**config.mk**
```make
export PLATFORM = sky130hd
export DESIGN_NAME = nn_layer_seq
export DESIGN_NICKNAME = d
export VERILOG_FILES = /design/src/rtl/nn_pkg.sv /design/src/rtl/nn_mac_unit.sv /design/src/rtl/nn_layer_seq.sv
export SDC_FILE = /design/constraint.sdc
export NUM_CORES = 1
export LEC_CHECK = 0
export CORE_MARGIN = 2
export CORE_UTILIZATION = 40
export DETAILED_ROUTE_END_ITERATION = 10
export SKIP_CTS_REPAIR_TIMING = 1
export SYNTH_ARGS = -nofsm -noshare
export SYNTH_HDL_FRONTEND = slang
export SYNTH_SLANG_ARGS = --single-unit
```
**constraint.sdc**
```tcl
create_clock -name clk_i -period 6.6 [get_ports clk_i]
set_input_delay 0.99 -clock clk_i [delete_from_list [all_inputs] [get_ports clk_i]]
set_output_delay 0.99 -clock clk_i [all_outputs]
set_load 0.03 [all_outputs]
```
**src/rtl/nn_pkg.sv**
```systemverilog
// rtl/nn_pkg.sv - shared types, width helpers and saturation for the sequential neuron layer
package nn_pkg;

  typedef enum logic [1:0] {
    ST_IDLE = 2'd0,
    ST_MAC  = 2'd1,
    ST_DONE = 2'd2
  } state_t;

  // Accumulator width: one product plus enough headroom for N_IN terms.
  function automatic int acc_width(input int xw, input int ww, input int n_in);
    return xw + ww + $clog2(n_in);
  endfunction

  // Index width that stays at least one bit for single-entry ranges.
  function automatic int idx_width(input int n);
    return (n < 2) ? 1 : $clog2(n);
  endfunction

  // Clamp an unsigned value to the largest OW-bit code.
  function automatic logic [31:0] sat(input logic [31:0] v, input int ow);
    logic [31:0] max_v;
    max_v = (32'd1 << ow) - 32'd1;
    return (v > max_v) ? max_v : v;
  endfunction

endpackage

```
**src/rtl/nn_mac_unit.sv**
```systemverilog
// rtl/nn_mac_unit.sv - registered multiply-accumulate with clear and saturating result
module nn_mac_unit
  import nn_pkg::*;
#(
  parameter int XW   = 4,
  parameter int WW   = 4,
  parameter int ACCW = 10,
  parameter int OW   = 10
) (
  input  logic            clk_i,
  input  logic            rst_i,
  input  logic            clear_i,
  input  logic            acc_en_i,
  input  logic [XW-1:0]   a_i,
  input  logic [WW-1:0]   b_i,
  output logic [OW-1:0]   sat_o
);

  localparam int PW = XW + WW;

  logic [PW-1:0]   prod;
  logic [ACCW-1:0] acc_q;
  logic [ACCW-1:0] sum;
  logic [31:0]     sat_full;

  // Product and running sum including the current term, so the last term of a
  // neuron can be saturated and stored in the same cycle it is multiplied.
  always_comb begin
    prod     = {{WW{1'b0}}, a_i} * {{XW{1'b0}}, b_i};
    sum      = acc_q + {{(ACCW-PW){1'b0}}, prod};
    sat_full = sat(32'(sum), OW);
    sat_o    = sat_full[OW-1:0];
  end

  // Accumulator register; clear wins over accumulate so a neuron boundary restarts at zero.
  always_ff @(posedge clk_i) begin
    if (rst_i) begin
      acc_q <= '0;
    end else if (clear_i) begin
      acc_q <= '0;
    end else if (acc_en_i) begin
      acc_q <= sum;
    end
  end

endmodule

```
**src/rtl/nn_layer_seq.sv**
```systemverilog
// rtl/nn_layer_seq.sv - time-multiplexed fully-connected layer sharing a single MAC
module nn_layer_seq
  import nn_pkg::*;
#(
  parameter int N_IN  = 4,
  parameter int N_OUT = 8,
  parameter int XW    = 4,
  parameter int WW    = 4,
  parameter int OW    = 10
) (
  input  logic                               clk_i,
  input  logic                               rst_i,
  input  logic                               en_i,
  input  logic                               wr_en_i,
  input  logic [idx_width(N_IN*N_OUT)-1:0]   wr_addr_i,
  input  logic [WW-1:0]                      wr_data_i,
  input  logic                               in_valid_i,
  output logic                               in_ready_o,
  input  logic [N_IN*XW-1:0]                 x_i,
  output logic                               out_valid_o,
  input  logic                               out_ready_i,
  output logic [N_OUT*OW-1:0]                y_o,
  output logic [1:0]                         state_o
);

  localparam int NW   = N_IN * N_OUT;
  localparam int AW   = idx_width(NW);
  localparam int IW   = idx_width(N_IN);
  localparam int JW   = idx_width(N_OUT);
  localparam int ACCW = acc_width(XW, WW, N_IN);

  state_t          state_q, state_d;
  logic [IW-1:0]   i_q;
  logic [JW-1:0]   j_q;
  logic [XW-1:0]   x_q [N_IN];
  logic [WW-1:0]   w_q [NW];
  logic [OW-1:0]   y_q [N_OUT];

  logic            accept, step, last_i, last_j, release_out;
  int              rd_idx;
  logic [XW-1:0]   x_cur;
  logic [WW-1:0]   w_cur;
  logic [OW-1:0]   mac_sat;

  // Handshake qualifiers and the operand pair selected by the (j, i) counters.
  always_comb begin
    accept      = (state_q == ST_IDLE) && in_valid_i && en_i;
    step        = (state_q == ST_MAC) && en_i;
    release_out = (state_q == ST_DONE) && out_ready_i && en_i;
    last_i      = (i_q == IW'(N_IN - 1));
    last_j      = (j_q == JW'(N_OUT - 1));
    rd_idx      = int'(j_q) * N_IN + int'(i_q);
    x_cur       = x_q[i_q];
    w_cur       = w_q[rd_idx[AW-1:0]];
  end

  nn_mac_unit #(
    .XW   (XW),
    .WW   (WW),
    .ACCW (ACCW),
    .OW   (OW)
  ) u_mac (
    .clk_i    (clk_i),
    .rst_i    (rst_i),
    .clear_i  (accept || (step && last_i)),
    .acc_en_i (step),
    .a_i      (x_cur),
    .b_i      (w_cur),
    .sat_o    (mac_sat)
  );

  // FSM state register.
  always_ff @(posedge clk_i) begin
    if (rst_i) begin
      state_q <= ST_IDLE;
    end else begin
      state_q <= state_d;
    end
  end

  // FSM next-state logic.
  always_comb begin
    state_d = state_q;
    case (state_q)
      ST_IDLE: if (accept) state_d = ST_MAC;
      ST_MAC:  if (step && last_i && last_j) state_d = ST_DONE;
      ST_DONE: if (release_out) state_d = ST_IDLE;
      default: state_d = ST_IDLE;
    endcase
  end

  // FSM outputs.
  always_comb begin
    in_ready_o  = (state_q == ST_IDLE);
    out_valid_o = (state_q == ST_DONE);
    state_o     = state_q;
  end

  // Counters, captured input vector and per-neuron result registers.
  always_ff @(posedge clk_i) begin
    if (rst_i) begin
      i_q <= '0;
      j_q <= '0;
      for (int k = 0; k < N_IN; k++) x_q[k] <= '0;
      for (int k = 0; k < N_OUT; k++) y_q[k] <= '0;
    end else if (accept) begin
      i_q <= '0;
      j_q <= '0;
      for (int k = 0; k < N_IN; k++) x_q[k] <= x_i[k*XW +: XW];
    end else if (step) begin
      if (last_i) begin
        i_q      <= '0;
        y_q[j_q] <= mac_sat;
        j_q      <= last_j ? '0 : j_q + JW'(1);
      end else begin
        i_q <= i_q + IW'(1);
      end
    end
  end

  // Weight register file; writes land at the clock edge, so a same-cycle read sees the old value.
  always_ff @(posedge clk_i) begin
    if (rst_i) begin
      for (int k = 0; k < NW; k++) w_q[k] <= WW'(1);
    end else if (wr_en_i && (int'(wr_addr_i) < NW)) begin
      w_q[wr_addr_i] <= wr_data_i;
    end
  end

  // Flatten result registers onto the output bus.
  always_comb begin
    y_o = '0;
    for (int k = 0; k < N_OUT; k++) y_o[k*OW +: OW] = y_q[k];
  end

endmodule
```
==> flow_metrics.tcl, run 1 <==
set metrics [dict create \
    max_freq_mhz 173 \
    cpPeakStageDelay_ps 750 \
    detail_route.vias_per_cell 5.13 \
    skew_ps 11.5 \
    drt_iter0_markers 411 \
    tightest_slew_ps 1080 \
    core_sq_um 27900 \
    critPathTopFamily "adder cells" \
    die_x_microns 173 \
    yosysUniqueCellTypes 49 \
    finalCritPeriodShare 0.876 \
    grt_pass1_vias 7210 \
    n_antenna_cell 0 \
    die_height_microns 173 \
    vias 7106 \
    ys.flop_type "edfxtp_1" \
    finish.instance_area_sq_um 13800 \
    antenna_found_initial 0 \
    maxCapViolCount 0 \
    dieArea_sq_um 29900 \
    port_buffers 114 \
    place_area_sq_um 12900 \
    cts_sinks 243 \
    rsz0062_at_grt "false" \
    grt_pass1_wl_microns 41600 \
    cts_tree "yes" \
    ys_seq_area_frac 0.623 \
    finalCriticalPeriod_ps 5780 \
    grt_usage 0.179 \
    grt_max_degree 49 \
    syn_nets 950 \
    total_power_mw 3.64 \
    power_density_nw_per_um2 264 \
    ys_async_sr_fraction 0 \
    synth_seq_cells 243 \
    utilization 0.493 \
    cp-start-kind "flip-flop" \
    yosysWarnings 0 \
    crit_fanout 14 \
    syn2layout_area_growth_pct 20.6 \
    outcome "completed" \
    remaining_drc_errors 0 \
    crit_path_end_kind "flip-flop" \
    tns_ps 0 \
    nets 1049 \
    finalHoldViolations 0 \
    drt-pass1-iter-count 5 \
    start_util 0.409 \
    syn_area_per_cell_sq_um 12.8 \
    synth_edf_count 224 \
    crit_path_top_delay_cell "dfxtp_1" \
    layout-drive-gt1-share 0.109 \
    gp_congestion 0.804 \
    slew_headroom 0.277 \
    layout_common_cells "edfxtp_1, and2_1, nor2_1, clkdlybuf4s50_1, or3_1" \
    drt-total-wl_microns 27000 \
    clock_latency_ps 530 \
    num_rows 61 \
    fill_cells 2477 \
    p_leak_nw 4.81 \
    synth_cells 889 \
    setup_violations 0 \
    dp_hpwl_microns 18800 \
    cts_buffer_depth 3 \
    cts.root.buffer_cell "clkbuf_16" \
    cts-buffers-inserted 27 \
    synth_area_sq_um 11400 \
    clkSlewWorstSetupHoldPaths_ps 60 \
    crit_buf_inv 2 \
    cp_common_cell "fa_1" \
    hold_class "flip-flop to flip-flop" \
    vdd_ir_drop_max_v 0.000141 \
    crit_arrival_ps 6030 \
    ios 115 \
    final_common_cell "edfxtp_1" \
    overflow 0 \
    wl_per_cell_microns 19.5 \
    critPathKind "flip-flop to flip-flop" \
    slew_viol_final 0 \
    cts_max_level 1 \
    antenna_left 0 \
    cp_cell_sequence "buf_4, mux4_1, a221oi_2, nand3_1, nand2_1, fa_1, fa_1, fa_1, inv_1, ha_1, nor2b_1, o2111a_1, nor3_1, xor2_1, nor2_1" \
    critPathRequiredTime_ps 6850 \
]
-- synth_stat cells, types with 3 or more instances --
library cell	instances	area share
nand2b_1	12	0.0066
a21oi_1	19	0.0083
edfxtp_1	224	0.59
nand4_1	3	0.0016
clkbuf_1	45	0.015
or3_1	37	0.020
dfxtp_1	19	0.033
ha_1	21	0.023
mux4_1	9	0.021
a221oi_2	3	0.0039
nand3_1	18	0.0079
and3b_1	3	0.0023
nor2_1	114	0.037
o21ai_0	3	0.0013
fa_1	9	0.016
and2_1	126	0.069
buf_2	6	0.0026
nor2b_1	8	0.0044
nor3_1	20	0.0088
nand3b_1	5	0.0033
mux2i_1	30	0.026
nand2_1	35	0.012
xor2_1	3	0.0023
a22o_1	5	0.0038
mux4_2	13	0.026
or2_2	35	0.019
a22oi_1	11	0.0072
inv_1	26	0.0086
-- sequential cells by signal (all words and copies together), names as in the netlist, named ones only --
signal and flops:
w_q 128, y_q 80, x_q 16, u_mac.acc_q 10, j_q 3, i_q 2
state_o 2
-- worst paths after layout --
kind                                startpoint        endpoint  slack (ps)  cells past startpoint
worst min register to register  u_mac.acc_q[0]  u_mac.acc_q[0]         460                      2
worst max-delay path                    i_q[0]       y_q[7][7]         820                     15
worst min-delay path            u_mac.acc_q[0]  u_mac.acc_q[0]         460                      2
worst max register to register          i_q[0]       y_q[7][7]         820                     15
-- layout make-up --
type                            instances  area (sq um)  area share
Sequential cell                       243          7110       0.516
Tap cell                              378           473      0.0344
Timing Repair Buffer                  124          1230      0.0892
Multi-Input combinational cell        566          3980       0.289
Clock inverter                         14           148      0.0107
Inverter                               26          97.6     0.00709
Clock buffer                           34           732      0.0532
-- logic make-up after synthesis --
| family | synth area share |
|---|---|
| and+or+nand+nor | 0.197 |
| DFF | 0.623 |
| buffers and inverters | 0.0290 |
| AOI/OAI and AO/OA | 0.0338 |
| muxes | 0.0747 |
| adders and majority gates | 0.0388 |
| xor gates and xnor gates | 0.00384 |
-- tightest hold or removal path, delay by kind of cell (launching register included) --
kind / cells / cell delay (ps)
and+or+nand+nor: 1 / 50
AOI/OAI and AO/OA: 1 / 50
DFF: 1 / 310
-- per-layer routing --
layer	routed length [microns]	GRT usage	vias to the layer above	part of all wire
li1	-	-	3372	-
met1	11900	0.242	3468	0.44
met2	12800	0.295	220	0.47
met3	1470	0.0292	46	0.054
met4	831	0.0597	0	0.031
met5	0	0	-	0
-- metrics by stage --
| stage | hold slack (ps) | setup WS [ps] | std cells |
|---|---|---|---|
| finish | 460 | 816 | 1385 |
| CTS | 465 | 718 | 1385 |
| floorplan | 436 | 1690 | 889 |
| detailed placement | 457 | 736 | 1337 |
| global placement | 448 | 898 | 1337 |
| global route | 501 | 343 | 1385 |
-- power breakdown --
| group | leakage, nW | internal, mW | total [mW] | switching (mW) |
|---|---|---|---|---|
| Combinational | 2.04 | 0.132 | 0.365 | 0.232 |
| Sequential | 2.34 | 1.75 | 1.78 | 0.0294 |
| Clock | 0.432 | 0.897 | 1.49 | 0.592 |
(Power assumes the default switching activity.)
==> run 2: changes to the inputs <==
--- a/config.mk
+++ b/config.mk
@@ -5,9 +5,11 @@
 export SDC_FILE = /design/constraint.sdc
 export NUM_CORES = 1
 export LEC_CHECK = 0
+export ABC_CLOCK_PERIOD_IN_PS = 6600
 export CORE_MARGIN = 2
 export CORE_UTILIZATION = 40
 export DETAILED_ROUTE_END_ITERATION = 10
+export HOLD_SLACK_MARGIN = 0.12
 export SKIP_CTS_REPAIR_TIMING = 1
 export SYNTH_ARGS = -nofsm -noshare
 export SYNTH_HDL_FRONTEND = slang
==> results of run 2 <==
The final DEF is identical to that of run 1; final timing and power are the same.
